## src/rtl/btn_press_sync_if.sv

```systemverilog
// Button debouncer bundle: sample strobe and raw buttons in, debounced levels and press pulses out.
interface btn_press_sync_if;
  logic slowen;
  logic btn_l_raw;
  logic btn_r_raw;
  logic level_l;
  logic level_r;
  logic press_l;
  logic press_r;
  logic tie;

  modport master (
    output slowen, btn_l_raw, btn_r_raw,
    input  level_l, level_r, press_l, press_r, tie
  );

  modport slave (
    input  slowen, btn_l_raw, btn_r_raw,
    output level_l, level_r, press_l, press_r, tie
  );
endinterface

```

## src/rtl/btn_press_sync.sv

```systemverilog
// Two-channel pushbutton debouncer: 2-flop synchronisers, per-channel 4-state qualifier
// sampled on the slow strobe, registered levels, press pulses and a same-cycle tie flag.
module btn_press_sync #(
  parameter int unsigned STABLE_SAMPLES = 4
) (
  input  logic             clk,
  input  logic             rst,
  btn_press_sync_if.slave  bus
);

  typedef enum logic [1:0] {
    IDLE    = 2'd0,
    RISING  = 2'd1,
    HELD    = 2'd2,
    FALLING = 2'd3
  } state_e;

  typedef struct packed {
    state_e     st;
    logic [2:0] cnt;
    logic       press;
  } ch_t;

  localparam logic [2:0] TARGET = 3'(STABLE_SAMPLES);

  logic [1:0] meta_q, sync_q;
  ch_t        l_q, l_d, r_q, r_d;
  logic [1:0] level_q, level_d;
  logic       tie_q, tie_d;

  // One sample step of a channel; any disagreeing sample mid-count snaps back to the stable state.
  function automatic ch_t ch_next(input ch_t cur, input logic s);
    ch_t nx;
    nx       = cur;
    nx.press = 1'b0;
    unique case (cur.st)
      IDLE: begin
        if (s) begin
          if (TARGET == 3'd1) begin
            nx.st    = HELD;
            nx.cnt   = '0;
            nx.press = 1'b1;
          end else begin
            nx.st  = RISING;
            nx.cnt = 3'd1;
          end
        end
      end
      RISING: begin
        if (!s) begin
          nx.st  = IDLE;
          nx.cnt = '0;
        end else if (cur.cnt + 3'd1 == TARGET) begin
          nx.st    = HELD;
          nx.cnt   = '0;
          nx.press = 1'b1;
        end else begin
          nx.cnt = cur.cnt + 3'd1;
        end
      end
      HELD: begin
        if (!s) begin
          if (TARGET == 3'd1) begin
            nx.st  = IDLE;
            nx.cnt = '0;
          end else begin
            nx.st  = FALLING;
            nx.cnt = 3'd1;
          end
        end
      end
      FALLING: begin
        if (s) begin
          nx.st  = HELD;
          nx.cnt = '0;
        end else if (cur.cnt + 3'd1 == TARGET) begin
          nx.st  = IDLE;
          nx.cnt = '0;
        end else begin
          nx.cnt = cur.cnt + 3'd1;
        end
      end
      default: begin
        nx.st  = IDLE;
        nx.cnt = '0;
      end
    endcase
    return nx;
  endfunction

  always_comb begin
    l_d       = l_q;
    r_d       = r_q;
    l_d.press = 1'b0;
    r_d.press = 1'b0;
    if (bus.slowen) begin
      l_d = ch_next(l_q, sync_q[0]);
      r_d = ch_next(r_q, sync_q[1]);
    end
    level_d = {(r_d.st == HELD) || (r_d.st == FALLING),
               (l_d.st == HELD) || (l_d.st == FALLING)};
    tie_d   = l_d.press & r_d.press;
  end

  always_ff @(posedge clk) begin
    if (rst) begin
      meta_q  <= '0;
      sync_q  <= '0;
      l_q     <= '{st: IDLE, cnt: '0, press: 1'b0};
      r_q     <= '{st: IDLE, cnt: '0, press: 1'b0};
      level_q <= '0;
      tie_q   <= 1'b0;
    end else begin
      meta_q  <= {bus.btn_r_raw, bus.btn_l_raw};
      sync_q  <= meta_q;
      l_q     <= l_d;
      r_q     <= r_d;
      level_q <= level_d;
      tie_q   <= tie_d;
    end
  end

  assign bus.level_l = level_q[0];
  assign bus.level_r = level_q[1];
  assign bus.press_l = l_q.press;
  assign bus.press_r = r_q.press;
  assign bus.tie     = tie_q;

endmodule

```

## src/flat_wrapper.sv

```systemverilog
// flat-port wrapper written by rule: the top's interface ports become plain ports
module btn_press_sync_flat 
#(
  parameter int unsigned STABLE_SAMPLES = 4
)
  (clk, rst, bus_slowen, bus_btn_l_raw, bus_btn_r_raw, bus_level_l, bus_level_r, bus_press_l, bus_press_r, bus_tie);
  btn_press_sync_if bus_i ();
  input  logic clk;
  input  logic rst;
  input wire logic [$bits(bus_i.slowen)-1:0] bus_slowen;
  input wire logic [$bits(bus_i.btn_l_raw)-1:0] bus_btn_l_raw;
  input wire logic [$bits(bus_i.btn_r_raw)-1:0] bus_btn_r_raw;
  output wire logic [$bits(bus_i.level_l)-1:0] bus_level_l;
  output wire logic [$bits(bus_i.level_r)-1:0] bus_level_r;
  output wire logic [$bits(bus_i.press_l)-1:0] bus_press_l;
  output wire logic [$bits(bus_i.press_r)-1:0] bus_press_r;
  output wire logic [$bits(bus_i.tie)-1:0] bus_tie;
  assign bus_i.slowen = bus_slowen;
  assign bus_i.btn_l_raw = bus_btn_l_raw;
  assign bus_i.btn_r_raw = bus_btn_r_raw;
  assign bus_level_l = bus_i.level_l;
  assign bus_level_r = bus_i.level_r;
  assign bus_press_l = bus_i.press_l;
  assign bus_press_r = bus_i.press_r;
  assign bus_tie = bus_i.tie;
  btn_press_sync #(.STABLE_SAMPLES(STABLE_SAMPLES)) u_core (.clk(clk), .rst(rst), .bus(bus_i));
endmodule
```

## config.mk

```make
export PLATFORM = sky130hd
export DESIGN_NAME = btn_press_sync_flat
export DESIGN_NICKNAME = d
export VERILOG_FILES = /design/src/rtl/btn_press_sync_if.sv /design/src/rtl/btn_press_sync.sv /design/src/flat_wrapper.sv
export SDC_FILE = /design/constraint.sdc
export NUM_CORES = 1
export LEC_CHECK = 0
export CAP_MARGIN = 20
export CORE_MARGIN = 2
export CORE_UTILIZATION = 52
export DETAILED_ROUTE_END_ITERATION = 10
export PLACE_DENSITY = 0.77
export SYNTH_ARGS = -nofsm -noshare
export SYNTH_HDL_FRONTEND = slang
export SYNTH_SLANG_ARGS = --single-unit
```

## constraint.sdc

```tcl
create_clock -name clk -period 1.9 [get_ports clk]
set_input_delay 0.38 -clock clk [delete_from_list [all_inputs] [get_ports clk]]
set_output_delay 0.38 -clock clk [all_outputs]
set_load 0.01 [all_outputs]
```

==> results of run 1 <==
## cell families (layout without fill, tap and decap cells)
kind of cell / Yosys count / in the layout / share of synthesized area [%]
AND/OR/NAND/NOR: 30 / 30 / 24.4
flip-flops: 19 / 19 / 46.3
AO/OA/AOI/OAI: 15 / 15 / 13.7
buffers and inverters: 8 / 23 / 3.65
adder cells (fa/ha/maj): 5 / 5 / 7.61
XOR/XNOR: 3 / 3 / 3.20
multiplexers: 1 / 1 / 1.22
## power by group through the flow
stage                     clock network [mW]  logic (mW)  registers, mW
final                                  0.195      0.0419          0.410
after global routing                   0.222      0.0458          0.411
after CTS                              0.203      0.0416          0.410
after detailed placement                   0      0.0414          0.419
after global placement                     0      0.0404          0.418
after floorplan                            0      0.0223          0.417
## metal layers
metal	GRT usage (%)	part of all wire [%]	routed length (microns)	vias to the layer above
met3	3.75	5.0	70	2
met5	0	0	0	-
met4	9.09	1.4	19	0
met2	26.2	47	658	16
li1	-	-	-	318
met1	22.1	46	648	283
## final cells by class
class	instances	area, sq um	area share (%)
timing repair buffer	14	128	12.9
sequential	19	380	38.6
inverter	5	18.8	1.90
multi-input combinational	54	412	41.8
clock inverter	1	5.00	0.508
clock buffer	3	22.5	2.28
tap	16	20.0	2.03
## sequential cells by signal, summed over array words and instances (netlist names)
register            cells
u_core.l_q              5
u_core.r_q              5
u_core.level_q          2
u_core.meta_q           2
u_core.sync_q           2
u_core.bus.press_l      1
u_core.bus.press_r      1
u_core.bus.tie          1
## path summary, 6_finish.rpt
check,start,to,slack (ns),cells after the start
setup / recovery,u_core.bus.press_r,bus_press_r,0.37,1
hold / removal,u_core.meta_q[1],u_core.sync_q[1],0.45,1
setup reg to reg,u_core.l_q[1],u_core.level_q[0],0.45,4
hold reg to reg,u_core.meta_q[1],u_core.sync_q[1],0.45,1
## stage by stage
| step | hold WS [ns] | power [mW] | setup slack, ns |
|---|---|---|---|
| 6_report | 0.452 | 0.647 | 0.368 |
| 5_1_grt | 0.481 | 0.679 | 0.298 |
| 4_1_cts | 0.454 | 0.654 | 0.353 |
| 3_5_place_dp | 0.429 | 0.460 | 0.160 |
| 3_3_place_gp | 0.419 | 0.459 | 0.179 |
| 2_1_floorplan | 0.414 | 0.440 | 0.532 |
## placed cells by master, fill, tap and decap left out, drive strengths merged
master	Yosys	layout
dfxtp	19	19
clkdlybuf4s50	0	9
nor2b	6	6
inv	5	5
nand2	5	5
ha	5	5
buf	0	5
nand3	3	3
a21oi	3	3
clkbuf	3	3
nor2	2	2
nor4b	2	2
xor2	2	2
o32ai	2	2
or2b	2	2
nand2b	2	2
a31o	2	2
nor3	2	2
mux2i	1	1
o21a	1	1
xnor2	1	1
or3	1	1
and3b	1	1
o2111ai	1	1
or3b	1	1
a31oi	1	1
nor4	1	1
and4b	1	1
o21ai	1	1
nor3b	1	1
a32o	1	1
o311ai	1	1
a22oi	1	1
a311oi	1	1
clkinv	0	1
==> results, run 1 <==
- The kind of cell adding the most delay to the critical path is buffers and inverters.
- The total count of max-transition violations in the final report came to 0.
- The critical path start-end classification is reg -> out.
- The max-capacitance violation count is 0.
- The final global-route overflow total is 0.
- The total standard cell area after synthesis is 822 sq um.
- The peak clock frequency supported by timing is 0.653 GHz.
- The sum of buffers and inverters on the critical path is 1.
- The initial antenna violation count came to 0.
- The switching power is 0.142 mW.
- The number of gates resized after CTS was 0.
- The class of the most critical hold timing path is reg -> reg.
- Cells fill 66.2% of the core in the end.
- The summed negative setup slack over all endpoints is 0 ns.
- The floorplan step defined a die boundary enclosing 1910 sq um.
- Data on the critical path arrives at its endpoint at 1.15 ns.
- The number of inserted diodes is 0.
- The first global-routing pass estimated 2370 microns of wire.
- A synthesized cell averages 10.1 sq um.
- Cells with a size suffix above 1 make up 13.5% of the layout.
- Counting flops and latches in the post-synthesis netlist gives 19.
- The maximum root-to-sink buffer count is 2.
- The shortest period the worst path allows is 1.53 ns.
- The maximum cell stage delay along the critical path is 0.54 ns.
- The instance area after placement is 958 sq um.
- The proportion of power drawn by combinational gates is 6.5%.
- The largest net degree at the start of global routing is 12.
- Between clock sinks in the finished design, the worst skew comes to 0.00224 ns.
- The power density normalized to cell area is 656 nW/um^2.
- The number of clock buffers added by TritonCTS is 3.
- The detail route stage leaves a number of antenna-violating nets equal to 0.
- Counting instances in the post-synthesis netlist gives the leading cell types as sky130_fd_sc_hd__dfxtp_1, sky130_fd_sc_hd__nor2b_1, sky130_fd_sc_hd__ha_1, sky130_fd_sc_hd__inv_1, sky130_fd_sc_hd__nand2_1.
- Summing the sequential cell areas from Yosys gives 46.3% of the chip area.
- The clock-pin slew of the registers on the worst-case setup and hold paths is 0.10 ns.
- The critical path goes through clkdlybuf4s50_1.
- CTS built an H-tree with a depth of 1.
- Wires add up to 1400 microns.
- The final HPWL from detailed placement is 1050 microns.
- TritonCTS built the clock tree.
- The detailed router's first-iteration violation count is 12.
- The number of global-route vias before repair is 576.
- The run finished with clean final reports.
- The worst setup path is captured at an output pin.
- The clock sink count is 19.
- The number of nets in the synthesized netlist is 91.
- The starting density of the core is 55.2%.
- The number of hold violations in the final report is 0.
- The static leakage is 0.375 nW.
- The peak supply drop is 0.482 mV.
- Counting distinct cell types in the post-synthesis netlist gives 32.
- The clock reaches the later pin of the worst-skew pair after 0.28 ns.
- Port buffering added 9 buffers.
- After routing the design area is 986 sq um.
- The dominant cell by count in the synthesized netlist is sky130_fd_sc_hd__dfxtp_1.
- The final-report setup violation count is 0.
- The number of hold buffers added after cts is 0.
- The required time at the endpoint of the critical path is 1.52 ns.
- Post-CTS timing repair inserted 0 buffers for setup.
- The DRC violation count after routing is 0.
- In this run the count of I/O pins placed on the die edge is 10.
- The floorplan has 14 rows.
- The global placer's final weighted congestion is 0.765.
- Relative to the synthesized area, the layout overhead comes to 19.9%.
- For this design, the slowest cell found on the critical path is sky130_fd_sc_hd__clkdlybuf4s50_1.
- The mean routed wirelength per cell is 12.5 microns.
- After synthesis, the largest area contributor takes up 46.3% of total cell area.
- The vertical die dimension is 43.8 microns.
- The headroom to the max-slew limit is 66.9%.
- The root buffer selected by CTS is sky130_fd_sc_hd__clkbuf_4.
- The cell count after placement is 108.
- The clock share of power is 30.2%.
- The final route contains 619 vias.
- The number of vias per cell is 5.53.
- Internal power comes to 0.504 mW.
- By area the synthesized netlist is led by sky130_fd_sc_hd__dfxtp_1, sky130_fd_sc_hd__ha_1, sky130_fd_sc_hd__nor2b_1, sky130_fd_sc_hd__nor4b_2, sky130_fd_sc_hd__inv_1.
- The worst setup path is launched from a flip-flop.
- The number of synthesized flops with an enable pin is 0.
- Setup repair after global routing left no endpoint under its margin.
- Net switching is 22.0% of the power.
- The layout has 110 filler cells.
- The total routing usage reported by global routing is 17.0%.
- The number of iterations in the first detailed-routing pass is 4.
- The Yosys step of the flow raised 0 warnings.
- In this run, flip-flops and latches consume 63.3% of the power.
- The die is 43.8 microns wide.
- The flip-flop cell with the highest count after synthesis is sky130_fd_sc_hd__dfxtp_1.
- The share of the cycle needed by the critical path after routing is 80.6%.
- The finished layout holds 112 standard cells, fillers aside.
- The biggest area contributor in the post-synthesis netlist is sky130_fd_sc_hd__dfxtp_1.
- At the pin with the least slew margin, the transition time is 0.495 ns.
- In this run the worst path has a maximum fanout of 1.
- The cell count after synthesis came out at 81.
- Of all flip-flops after synthesis, the portion carrying an async set or reset was 0%.
- The area of the core is 1490 sq um.
- In the final design database the tool counted 107 nets.
Note: power is estimated with default switching activity, not from simulation.
==> inputs of run 2 (changes only) <==
- CORE_UTILIZATION: 52 -> 47
- PLACE_DENSITY: 0.77 -> 0.74
- clock period: 1.9 -> 1.2 ns (I/O delays scaled with it)
==> results, run 2 (synthesis gave the netlist of run 1 again) <==
- The number of H-tree branching levels is 1 (unchanged).
- The critical path start-end classification is reg -> reg (was reg -> out).
- Derived from the worst setup path, the maximum achievable clock frequency is 0.740 GHz.
- The initial antenna violation count is 0 (unchanged).
- The end of the worst register-to-register path is u_core.l_q[5] (was u_core.level_q[0]).
- The number of global-route vias before repair is 687 (was 576).
- The area of the core is 1690 sq um (was 1490 sq um).
- The switching part of the total came to 22.0% (about the same).
- The TritonCTS clock tree was done (unchanged).
- The detailed router's first-iteration violation count is 9 (was 12).
- The mean routed wirelength per cell is 13.6 microns (was 12.5 microns).
- The cell count after placement is 123 (was 108).
- The clock sink count is 19 (unchanged).
- The worst min-delay path endpoint is u_core.bus.press_r (was u_core.sync_q[1]).
- Ordered list of cells on the worst path: ha_4, xnor2_4, or3_4, a31o_1 (was clkdlybuf4s50_1).
- Status: finished, violations left (was finished, final reports clean).
- Largest registers in the final layout: u_core.l_q x5, u_core.r_q x5 (unchanged).
- The static leakage came to 0.513 nW (was 0.375 nW).
- The beginning of the worst register-to-register path is u_core.l_q[2] (was u_core.l_q[1]).
- The worst hold path stage count is 2 (was 1).
- The internal reg-to-reg setup slack came to -0.15 ns (was 0.45 ns).
- The clock-pin slew of the registers on the worst-case setup and hold paths is 0.10 ns (about the same).
- The number of iterations in the first detailed-routing pass is 2 (was 4).
- The clock share of power came to 29.4% (was 30.2%).
- The power consumption is 1.06 mW (was 0.647 mW).
- The wire length of the first global-routing pass is 2830 microns (was 2370 microns).
- The largest fanout of any net on the critical path is 3 (was 1).
- The cell with the biggest individual delay on the critical path is sky130_fd_sc_hd__dfxtp_2 (was sky130_fd_sc_hd__clkdlybuf4s50_1).
- The clock latency on the worst-skew pair was 0.29 ns (was 0.28 ns).
- The share of the cycle needed by the critical path after routing is 113%.
- The checks that failed: setup timing.
- The number of vias per cell is 5.30 (was 5.53).
- The maximum cell stage delay along the critical path is 0.36 ns (was 0.54 ns).
- The total routing usage reported by global routing is 19.2% (was 17.0%).
- The switching power is 0.233 mW (was 0.142 mW).
- The number of hold buffers added after cts is 0 (unchanged).
- The area occupied by registers is 389 sq um (was 380 sq um).
- The proportion of power drawn by combinational gates came to 9.3% (was 6.5%).
- The sum of buffers and inverters on the critical path is 0 (was 1).
- The data arrival time of the critical path came to 1.54 ns (was 1.15 ns).
- The final HPWL from detailed placement is 1310 microns (was 1050 microns).
- The start point of the worst min-delay path is rst (was u_core.meta_q[1]).
- The root buffer selected by CTS is sky130_fd_sc_hd__clkbuf_4 (unchanged).
- The post-place setup slack is -0.370 ns (was 0.160 ns).
- The worst-case setup margin in the final layout is -0.151 ns (was 0.368 ns).
- The power density normalized to cell area is 839 nW/um^2 (was 656 nW/um^2).
- The smallest hold slack came to 0.360 ns (was 0.452 ns).
- The site row count is 15 (was 14).
- The measured slew at the worst slew-check pin is 0.345 ns (was 0.495 ns).
- The total die area is 2100 sq um (was 1910 sq um).
- The headroom to the max-slew limit is 76.9% (was 66.9%).
- The number of inserted diodes is 0 (unchanged).
- The non-filler instance count after layout was 129 (was 112).
- The multi-input gate area in the final layout is 553 sq um (was 412 sq um).
- The smallest clock period supported by the final layout is computed as 1.35 ns.
- The area growth from synthesis to layout is 53.6% (was 19.9%).
- The maximum root-to-sink buffer count is 2 (unchanged).
- The final global-route overflow total is 0 (unchanged).
- The register share of total power is 61.3% (was 63.3%).
- The vertical die dimension was 45.8 microns (was 43.8 microns).
- The instance area after placement is 1130 sq um (was 958 sq um).
- The starting density of the core is 48.7% (was 55.2%).
- The net count reported at finish is 123 (was 107).
- RSZ-0062 raised after global routing: true (was false).
- The routed wire length is 1750 microns (was 1400 microns).
- The leading cell type in the layout, fill and taps excluded is sky130_fd_sc_hd__buf_4 (was sky130_fd_sc_hd__dfxtp_1).
- The fraction of final layout cells with drive strength greater than 1 came to 42.0% (was 13.5%).
- The number of vias in the routed layout came to 684 (was 619).
- The required time at the endpoint of the critical path is 1.39 ns (was 1.52 ns).
- The nature of the critical path startpoint is a flip-flop (unchanged).
- The class of the most critical hold timing path is in -> reg (was reg -> reg).
- The final-layout fill cell count is 121 (was 110).
- Top library cells by usage in the layout, fill and taps aside: sky130_fd_sc_hd__buf_4, sky130_fd_sc_hd__dfxtp_1, sky130_fd_sc_hd__dfxtp_2 (was sky130_fd_sc_hd__dfxtp_1, sky130_fd_sc_hd__clkdlybuf4s50_1, sky130_fd_sc_hd__nor2b_1).
- The final-report setup violation count is 7 (was 0).
- The type of element capturing the critical path is a flip-flop (was output pin).
- The total count of max-transition violations in the final report was 0 (unchanged).
- The number of buffers added on ports was 9 (unchanged).
- The number of hold violations in the final report is 0 (unchanged).
- The floorplan die width came to 45.8 microns (was 43.8 microns).
- The peak supply drop is 0.645 mV (was 0.482 mV).
- The global placer's final weighted congestion was 0.756 (was 0.765).
- The largest net degree at the start of global routing is 11 (was 12).
- The number of nets with antenna violations after routing came to 0 (unchanged).
- The number of buffers added by the clock tree synthesis step is 3 (unchanged).
- The number of top-level design ports is 10 (unchanged).
- The cell count of the worst reg-to-reg path is 4 (unchanged).
- The area of all placed cells without fillers is 1260 sq um (was 986 sq um).
- The setup skew after layout is 0.00200 ns (was 0.00224 ns).
- The DRC violation count after routing came to 0 (unchanged).
- The max-capacitance violation count is 0 (unchanged).
- The internal power component is 0.826 mW (was 0.504 mW).
- The kind of cell adding the most delay to the critical path is flip-flops (was buffers and inverters).
==> run 2: metrics by stage <==
| step | setup TNS (ns) | util, % |
|---|---|---|
| 3_5_place_dp | -3.74 | 67.0 |
| 5_1_grt | -0.971 | 74.7 |
| 4_1_cts | -0.691 | 70.4 |
| 2_1_floorplan | -0.243 | - |
| 6_report | -0.594 | 74.7 |
| 3_3_place_gp | -3.52 | 67.0 |
==> run 2: layout make-up <==
| cell class | instances | area share (%) |
|---|---|---|
| multi-input combinational | 54 | 43.8 |
| sequential | 19 | 30.8 |
| timing repair buffer | 30 | 20.1 |
| clock buffer | 4 | 2.08 |
| tap | 17 | 1.68 |
| inverter | 5 | 1.49 |
==> run 2: worst max path at each step <==
stage,from,endpoint,depth (start not counted)
finish,u_core.l_q[2],u_core.l_q[5],4
global placement,bus_slowen,u_core.bus.tie,5
global route,u_core.l_q[2],u_core.bus.press_l,4
detailed placement,bus_slowen,u_core.bus.tie,5
CTS,u_core.l_q[2],u_core.l_q[5],4
floorplan,u_core.l_q[1],u_core.l_q[5],4
==> run 2: routing by layer <==
layer	routed length (microns)	track usage (%)	vias up
met5	0	0	-
met4	13	10.3	0
met1	760	21.5	326
met2	938	34.9	6
li1	-	-	350
met3	36	2.38	2
==> run 2: power by group through the flow <==
stage / Sequential, mW / Combinational [mW] / Clock [mW]
after floorplan: 0.662 / 0.0358 / 0
after global placement: 0.661 / 0.0846 / 0
after detailed placement: 0.662 / 0.0865 / 0
after CTS: 0.648 / 0.0909 / 0.325
after global routing: 0.651 / 0.106 / 0.353
final: 0.649 / 0.0984 / 0.311
==> run 2: repair_timing <==
item,4_1_cts,5_1_grt
buffers inserted,0,2
endpoints found under the setup margin,13,11
pin swaps,3,3
resized for setup,10,14
==> inputs of run 3 (changes only) <==
- CAP_MARGIN: 20 -> 15
==> results of run 3 <==
The final DEF is identical to that of run 2; final timing and power are the same.
